[src/rtl/cmdin_subqueue_dispatcher_pkg.sv]
// Shared definitions for the command-in dispatcher: header field layout,
// the valid-byte marker and the dispatcher state encoding.
package cmdin_dispatch_pkg;

  localparam int HDR_VALID_LSB = 0;
  localparam int HDR_LEN_LSB   = 8;
  localparam int HDR_FIELD_W   = 8;

  localparam logic [HDR_FIELD_W-1:0] VALID_BYTE = 8'h80;

  typedef enum logic [2:0] {
    SCAN  = 3'd0,
    HDR   = 3'd1,
    SEND  = 3'd2,
    WAIT  = 3'd3,
    CLEAR = 3'd4
  } state_t;

  function automatic logic hdr_is_valid(input logic [63:0] word);
    return word[HDR_VALID_LSB +: HDR_FIELD_W] == VALID_BYTE;
  endfunction

  function automatic logic [HDR_FIELD_W-1:0] hdr_len(input logic [63:0] word);
    return word[HDR_LEN_LSB +: HDR_FIELD_W];
  endfunction

endpackage

[src/rtl/cmdin_subqueue_dispatcher_credit.sv]
// Per-accelerator credit counters: completions add a credit, a finished
// dispatch removes one, and nonzero tells the scanner who may be served.
module acc_credit_bank #(
  parameter int MAX_ACCS    = 16,
  parameter int MAX_PENDING = 1,
  localparam int ACC_BITS   = $clog2(MAX_ACCS)
) (
  input  logic                clk,
  input  logic                rst_n,
  input  logic                inc_valid,
  input  logic [ACC_BITS-1:0] inc_id,
  input  logic                dec_valid,
  input  logic [ACC_BITS-1:0] dec_id,
  output logic [MAX_ACCS-1:0] nonzero,
  output logic                underflow
);

  localparam int CW = $clog2(MAX_PENDING + 1);
  localparam logic [CW-1:0] FULL    = CW'(MAX_PENDING);
  localparam logic [CW-1:0] CRD_ONE = CW'(1);

  logic [CW-1:0]       credit [MAX_ACCS];
  logic                inc_in_range;
  logic [MAX_ACCS-1:0] inc_sel;
  logic [MAX_ACCS-1:0] dec_sel;
  logic [MAX_ACCS-1:0] full_vec;

  assign inc_in_range = inc_valid && (32'(inc_id) < 32'(MAX_ACCS));

  always_comb begin
    for (int i = 0; i < MAX_ACCS; i++) begin
      full_vec[i] = (credit[i] == FULL);
      nonzero[i]  = (credit[i] != '0);
      inc_sel[i]  = inc_in_range && (inc_id == ACC_BITS'(i));
      dec_sel[i]  = dec_valid && (dec_id == ACC_BITS'(i));
    end
  end

  // A completion on a full counter is rejected and flagged; a rejected
  // completion does not cancel a same-cycle dispatch decrement.
  always_ff @(posedge clk or negedge rst_n) begin
    if (!rst_n) begin
      for (int i = 0; i < MAX_ACCS; i++) credit[i] <= FULL;
      underflow <= 1'b0;
    end else begin
      underflow <= |(inc_sel & full_vec);
      for (int i = 0; i < MAX_ACCS; i++) begin
        if (inc_sel[i] && !full_vec[i] && !dec_sel[i]) begin
          credit[i] <= credit[i] + CRD_ONE;
        end else if (dec_sel[i] && !(inc_sel[i] && !full_vec[i]) && nonzero[i]) begin
          credit[i] <= credit[i] - CRD_ONE;
        end
      end
    end
  end

endmodule

[src/rtl/cmdin_subqueue_dispatcher.sv]
// Round-robin dispatcher that streams commands out of the CmdIn BRAM
// subqueues to accelerators and hands each slot back to the host.
module cmdin_subqueue_dispatcher
  import cmdin_dispatch_pkg::*;
#(
  parameter int MAX_ACCS     = 16,
  parameter int SUBQUEUE_LEN = 64,
  parameter int MAX_PENDING  = 1,
  localparam int ACC_BITS    = $clog2(MAX_ACCS)
) (
  input  logic                aclk,
  input  logic                aresetn,
  input  logic                enable,
  output logic                cmdin_out_tvalid,
  input  logic                cmdin_out_tready,
  output logic [ACC_BITS-1:0] cmdin_out_tdest,
  output logic [63:0]         cmdin_out_tdata,
  output logic                cmdin_out_tlast,
  input  logic                cmdout_in_tvalid,
  output logic                cmdout_in_tready,
  input  logic [ACC_BITS-1:0] cmdout_in_tid,
  input  logic [63:0]         cmdout_in_tdata,
  output logic                cmdin_queue_clk,
  output logic                cmdin_queue_rst,
  output logic                cmdin_queue_en,
  output logic [7:0]          cmdin_queue_we,
  output logic [31:0]         cmdin_queue_addr,
  output logic [63:0]         cmdin_queue_din,
  input  logic [63:0]         cmdin_queue_dout,
  output logic                err_malformed,
  output logic                err_underflow
);

  localparam int SQ_BITS  = $clog2(SUBQUEUE_LEN);
  localparam int IDX_BITS = ACC_BITS + SQ_BITS;
  localparam logic [SQ_BITS-1:0]  SQ_ONE  = SQ_BITS'(1);
  localparam logic [ACC_BITS-1:0] ACC_ONE = ACC_BITS'(1);
  localparam logic [ACC_BITS-1:0] ACC_MAX = ACC_BITS'(MAX_ACCS - 1);

  state_t              state;
  logic [ACC_BITS-1:0] rr;
  logic [ACC_BITS-1:0] rr_next;
  logic [SQ_BITS-1:0]  rd_ptr [MAX_ACCS];
  logic [SQ_BITS-1:0]  pay_ptr;
  logic [SQ_BITS-1:0]  adv_len;
  logic [7:0]          remain;
  logic [MAX_ACCS-1:0] nonzero;
  logic                eligible;
  logic                handshake;
  logic                hdr_valid;
  logic [7:0]          hdr_n;
  logic                hdr_too_long;
  logic [IDX_BITS-1:0] word_idx;
  logic                credit_dec;
  logic                unused_cmdout_data;

  assign cmdin_queue_clk    = aclk;
  assign cmdin_queue_rst    = ~aresetn;
  assign cmdin_queue_din    = '0;
  assign unused_cmdout_data = ^cmdout_in_tdata;

  assign rr_next      = (rr == ACC_MAX) ? '0 : rr + ACC_ONE;
  assign eligible     = enable && nonzero[rr];
  assign handshake    = cmdin_out_tvalid && cmdin_out_tready;
  assign hdr_valid    = hdr_is_valid(cmdin_queue_dout);
  assign hdr_n        = hdr_len(cmdin_queue_dout);
  assign hdr_too_long = 32'(hdr_n) > 32'(SUBQUEUE_LEN - 1);

  // err_malformed is high for exactly the CLEAR cycle of a malformed
  // header, so it doubles as the "do not consume a credit" qualifier.
  assign credit_dec = (state == CLEAR) && !err_malformed;

  // The BRAM port is driven from the current state so read data lands in
  // the very next cycle, giving one stream word every two cycles.
  always_comb begin
    cmdin_queue_en = 1'b0;
    cmdin_queue_we = 8'h00;
    word_idx       = {rr, rd_ptr[rr]};
    case (state)
      SCAN:  cmdin_queue_en = eligible;
      SEND: begin
        if (handshake && !cmdin_out_tlast) begin
          cmdin_queue_en = 1'b1;
          word_idx       = {rr, pay_ptr};
        end
      end
      CLEAR: begin
        cmdin_queue_en = 1'b1;
        cmdin_queue_we = 8'h01;
      end
      default: ;
    endcase
    if (!aresetn) begin
      cmdin_queue_en = 1'b0;
      cmdin_queue_we = 8'h00;
    end
  end

  assign cmdin_queue_addr = 32'({word_idx, 3'b000});

  always_ff @(posedge aclk or negedge aresetn) begin
    if (!aresetn) begin
      state            <= SCAN;
      rr               <= '0;
      for (int i = 0; i < MAX_ACCS; i++) rd_ptr[i] <= '0;
      pay_ptr          <= '0;
      adv_len          <= '0;
      remain           <= '0;
      cmdin_out_tvalid <= 1'b0;
      cmdin_out_tdest  <= '0;
      cmdin_out_tdata  <= '0;
      cmdin_out_tlast  <= 1'b0;
      err_malformed    <= 1'b0;
      cmdout_in_tready <= 1'b0;
    end else begin
      cmdout_in_tready <= 1'b1;
      err_malformed    <= 1'b0;
      case (state)
        SCAN: begin
          if (eligible) state <= HDR;
          else          rr    <= rr_next;
        end
        HDR: begin
          if (!hdr_valid) begin
            rr    <= rr_next;
            state <= SCAN;
          end else if (hdr_too_long) begin
            err_malformed <= 1'b1;
            adv_len       <= '0;
            state         <= CLEAR;
          end else begin
            cmdin_out_tdata  <= cmdin_queue_dout;
            cmdin_out_tdest  <= rr;
            cmdin_out_tlast  <= (hdr_n == 8'd0);
            cmdin_out_tvalid <= 1'b1;
            remain           <= hdr_n;
            adv_len          <= SQ_BITS'(hdr_n);
            pay_ptr          <= rd_ptr[rr] + SQ_ONE;
            state            <= SEND;
          end
        end
        SEND: begin
          if (handshake) begin
            cmdin_out_tvalid <= 1'b0;
            if (cmdin_out_tlast) begin
              state <= CLEAR;
            end else begin
              pay_ptr <= pay_ptr + SQ_ONE;
              remain  <= remain - 8'd1;
              state   <= WAIT;
            end
          end
        end
        WAIT: begin
          cmdin_out_tdata  <= cmdin_queue_dout;
          cmdin_out_tlast  <= (remain == 8'd0);
          cmdin_out_tvalid <= 1'b1;
          state            <= SEND;
        end
        CLEAR: begin
          rd_ptr[rr] <= rd_ptr[rr] + adv_len + SQ_ONE;
          rr         <= rr_next;
          state      <= SCAN;
        end
        default: state <= SCAN;
      endcase
    end
  end

  acc_credit_bank #(
    .MAX_ACCS    (MAX_ACCS),
    .MAX_PENDING (MAX_PENDING)
  ) u_credit (
    .clk       (aclk),
    .rst_n     (aresetn),
    .inc_valid (cmdout_in_tvalid && cmdout_in_tready),
    .inc_id    (cmdout_in_tid),
    .dec_valid (credit_dec),
    .dec_id    (rr),
    .nonzero   (nonzero),
    .underflow (err_underflow)
  );

endmodule

[config.mk]
export PLATFORM = sky130hd
export DESIGN_NAME = cmdin_subqueue_dispatcher
export DESIGN_NICKNAME = d
export VERILOG_FILES = /design/src/rtl/cmdin_subqueue_dispatcher_pkg.sv /design/src/rtl/cmdin_subqueue_dispatcher_credit.sv /design/src/rtl/cmdin_subqueue_dispatcher.sv
export SDC_FILE = /design/constraint.sdc
export NUM_CORES = 1
export LEC_CHECK = 0
export BUFFER_PORTS_ARGS = -buffer_cell sky130_fd_sc_hd__buf_2
export CAP_MARGIN = 20
export CORE_MARGIN = 10
export CORE_UTILIZATION = 54
export CTS_BUF_LIST = sky130_fd_sc_hd__clkbuf_2
export DETAILED_ROUTE_END_ITERATION = 16
export PLACE_DENSITY = 0.83
export SETUP_SLACK_MARGIN = 0.5
export SKIP_LAST_GASP = 1
export SYNTH_ARGS = -nofsm -noshare
export SYNTH_HDL_FRONTEND = slang
export SYNTH_SLANG_ARGS = --single-unit
[constraint.sdc]
create_clock -name aclk -period 10.8 [get_ports aclk]
set_input_delay 2.16 -clock aclk [delete_from_list [all_inputs] [get_ports aclk]]
set_output_delay 2.16 -clock aclk [all_outputs]
set_load 0.01 [all_outputs]
==> impl_results.md <==
* GR peak layer: met2
* Area of the die at 25420 um2
* Setup TNS Final at 0 ns
* Worst setup endpoint: cmdin_queue_clk
* GPL Wtd Cong at 0.9191
* Core box area at 18890 um2
* Seq/Total Area, Yosys at 50.72%
* Arrival time at the worst endpoint at 5.70 ns
* Status: finished clean
* Fillers at 1571
* First DRT Iteration DRCs at 742
* Largest net degree at the start of global routing at 80
* # resized after CTS at 0
* Worst r2r dst: rd_ptr[46]$_DFFE_PN0P_
* Ports at 317
* Max Cap Violations at 0
* Starting Density at 55.57%
* Routed Antenna Nets at 0
* CP Capture Type: primary output
* Number of port buffers at 159
* Setup bufs post-CTS at 0
* Drt first pass iters at 6
* Layout area overhead at 9.725%
* Row Count at 50
* DR vias at 7668
* Slowest cell on crit path: buf_2
* Vias per inst at 5.438
* Max FO, Critical Path at 3
* Met2 usage at 33.42%
* Vias in the first global route at 7896
* Met1 usage at 22.90%
* Global-route wire length before repair at 41810 um
* Hold slack at 0.4747 ns
* EDFF count, synth at 0
* Main synth FF type: dfrtp_1
* Most Frequent Cell on Critical Path: clkbuf_2
* Overflow after GRT at 0
* Die X at 159.4 um
* Layout Cells excl Fill at 1410
* Antenna violations before repair at 1
* Post-Syn Instances at 951
* VDD IR max at 0.07038 mV
* Share of cells above drive strength 1 at 35.16%
* Reg2Reg Depth at 13
* Post-synth cell types at 58
* Max Slew Vio Count at 0
* Internal reg-to-reg setup slack at 6.18 ns
* Worst rel slew slack at 25.62%
* #FFs+latches synth at 212
* Nets at 1275
* CP max stage delay at 0.13 ns
* Die Y at 159.4 um
* Post-synth ARST share at 100.0%
* Global Route Usage Sum at 19.88%
* Worst-Margin Slew at 1.112 ns
* Crit path kind: clock port to primary output
* Unrepaired setup endpoints after global routing: no
* DR DRC count at 0
* Power Dens Cells at 126.3 nW/um2
* Clock skew at 0.1021 ns
* Lkg Pwr at 0.005541 uW
* Req. time, crit path at 8.64 ns
* Clock transition at path regs at 0.09 ns
* Ordered cell list for the critical path: clkbuf_2, clkbuf_2, buf_2
* Post-layout util at 60.97%
* Endpoints failing setup at 0
* Post-CTS Hold Buffers at 0
* Final Hold Viols at 0
* Mean Syn Cell Area at 11.04 um2
* DP Wirelength at 18720 um
* Startpoint Class: clock port
* Synth Warn # at 0
* Wire per inst at 18.27 um
* CTS tree: yes
* FF-to-FF Start: rr[0]$_DFFE_PN0P_
* Mapped Area at 10500 um2
* Placed cells at 1329
* Crit path from: aclk
* M3 GR Usage at 6.455%
* Hold WC Path Type: flip-flop to flip-flop
* Worst-Skew Late Latency at 0.92 ns
* Detailed Route WL at 25760 um
[power by group]
group	leakage [uW]	internal (uW)	switching, uW
clock network	0.000330	188	307
registers	0.00274	829	16.7
logic	0.00247	44.5	68.9
total	0.00554	1060	393
[through the flow]
| stage | cell area (um2) | power, uW | setup slack [ns] |
|---|---|---|---|
| after floorplan | 10840 | 947.9 | 3.121 |
| after CTS | 11520 | 1469 | 2.918 |
| final | 11520 | 1455 | 2.939 |
| after global routing | 11520 | 1526 | 2.912 |
| after detailed placement | 11120 | 979.1 | 3.125 |
| after global placement | 11120 | 974.0 | 3.125 |
[placed cells by master, fill, tap and decap left out, drive strengths merged, types with 4 or more instances in the layout]
cell and n:
a31oi 13, a22oi 4, mux2 110, nor3 11, inv 18, dfrtp 196
and3 5, nand3 14, and2 5, buf 165, o21a 5, nor2 35
a21oi 45, ha 12, o22ai 6, mux4 25, dfstp 16, xnor2 4
nor2b 7, o21ai 93, nand2b 5, mux2i 7, nand2 136, clkbuf 78
conb 94, o211ai 5
[cell type report]
class | instances | area, um2 | area share (%)
multi-input combinational | 674 | 4546 | 39.46
sequential | 212 | 5326 | 46.24
clock inverter | 2 | 11.26 | 0.09775
tap | 260 | 325.3 | 2.824
antenna | 1 | 2.502 | 0.02172
inverter | 18 | 67.56 | 0.5865
timing repair buffer | 164 | 845.8 | 7.342
clock buffer | 79 | 395.4 | 3.432
[layer usage]
metal	wire [um]	up-vias
li1	-	3512
met1	9591	3733
met2	13040	368
met3	2507	55
met4	624	0
met5	0	-
[Yosys cell counts, types with 13 or more instances]
cell,instances,share of area (%)
dfstp_2,16,4.0
inv_1,17,0.61
nand3_1,14,0.67
buf_4,94,6.7
o21ai_0,93,4.4
clkbuf_1,36,1.3
nand2_1,136,4.9
mux4_2,23,4.9
dfrtp_1,196,47
nor2_1,35,1.3
mux2_2,110,12
a31oi_1,13,0.77
a21oi_1,45,2.1
[sequential cells by signal, indices dropped and copies added, names as in the netlist]
| register | count |
|---|---|
| err_malformed | 1 |
| rr | 4 |
| u_credit.underflow | 1 |
| cmdin_out_tlast | 1 |
| cmdin_out_tdest | 4 |
| u_credit.nonzero | 16 |
| rd_ptr | 96 |
| cmdin_out_tvalid | 1 |
| state | 3 |
| pay_ptr | 6 |
| cmdin_out_tdata | 64 |
| adv_len | 6 |
| cmdout_in_tready | 1 |
| remain | 8 |
[critical path: cells and delay by family]
family   cells  cell delay [ns]
buf+inv      3             0.30
[cells by family after synthesis]
kind of cell,Yosys count,share of synthesized area [%]
other,2,0.07153
DFF,212,50.72
adders and majority gates,13,1.621
AOI/OAI and AO/OA,186,10.06
and+or+nand+nor,233,9.701
buffers and inverters,157,9.296
xor gates and xnor gates,6,0.6316
muxes,142,17.90
[how the worst min path moves through the flow]
stage | startpoint | to | slack, ns | depth (start not counted)
global route | rd_ptr[9]$_DFFE_PN0P_ | rd_ptr[9]$_DFFE_PN0P_ | 0.50 | 2
finish | cmdin_out_tdest[3]$_DFFE_PN0P_ | cmdin_out_tdest[3]$_DFFE_PN0P_ | 0.47 | 2
global placement | rd_ptr[86]$_DFFE_PN0P_ | rd_ptr[86]$_DFFE_PN0P_ | 0.46 | 2
floorplan | rd_ptr[15]$_DFFE_PN0P_ | rd_ptr[15]$_DFFE_PN0P_ | 0.44 | 2
CTS | cmdin_out_tdest[3]$_DFFE_PN0P_ | cmdin_out_tdest[3]$_DFFE_PN0P_ | 0.48 | 2
detailed placement | cmdin_out_tdest[3]$_DFFE_PN0P_ | cmdin_out_tdest[3]$_DFFE_PN0P_ | 0.46 | 2
(Power assumes the default switching activity.)
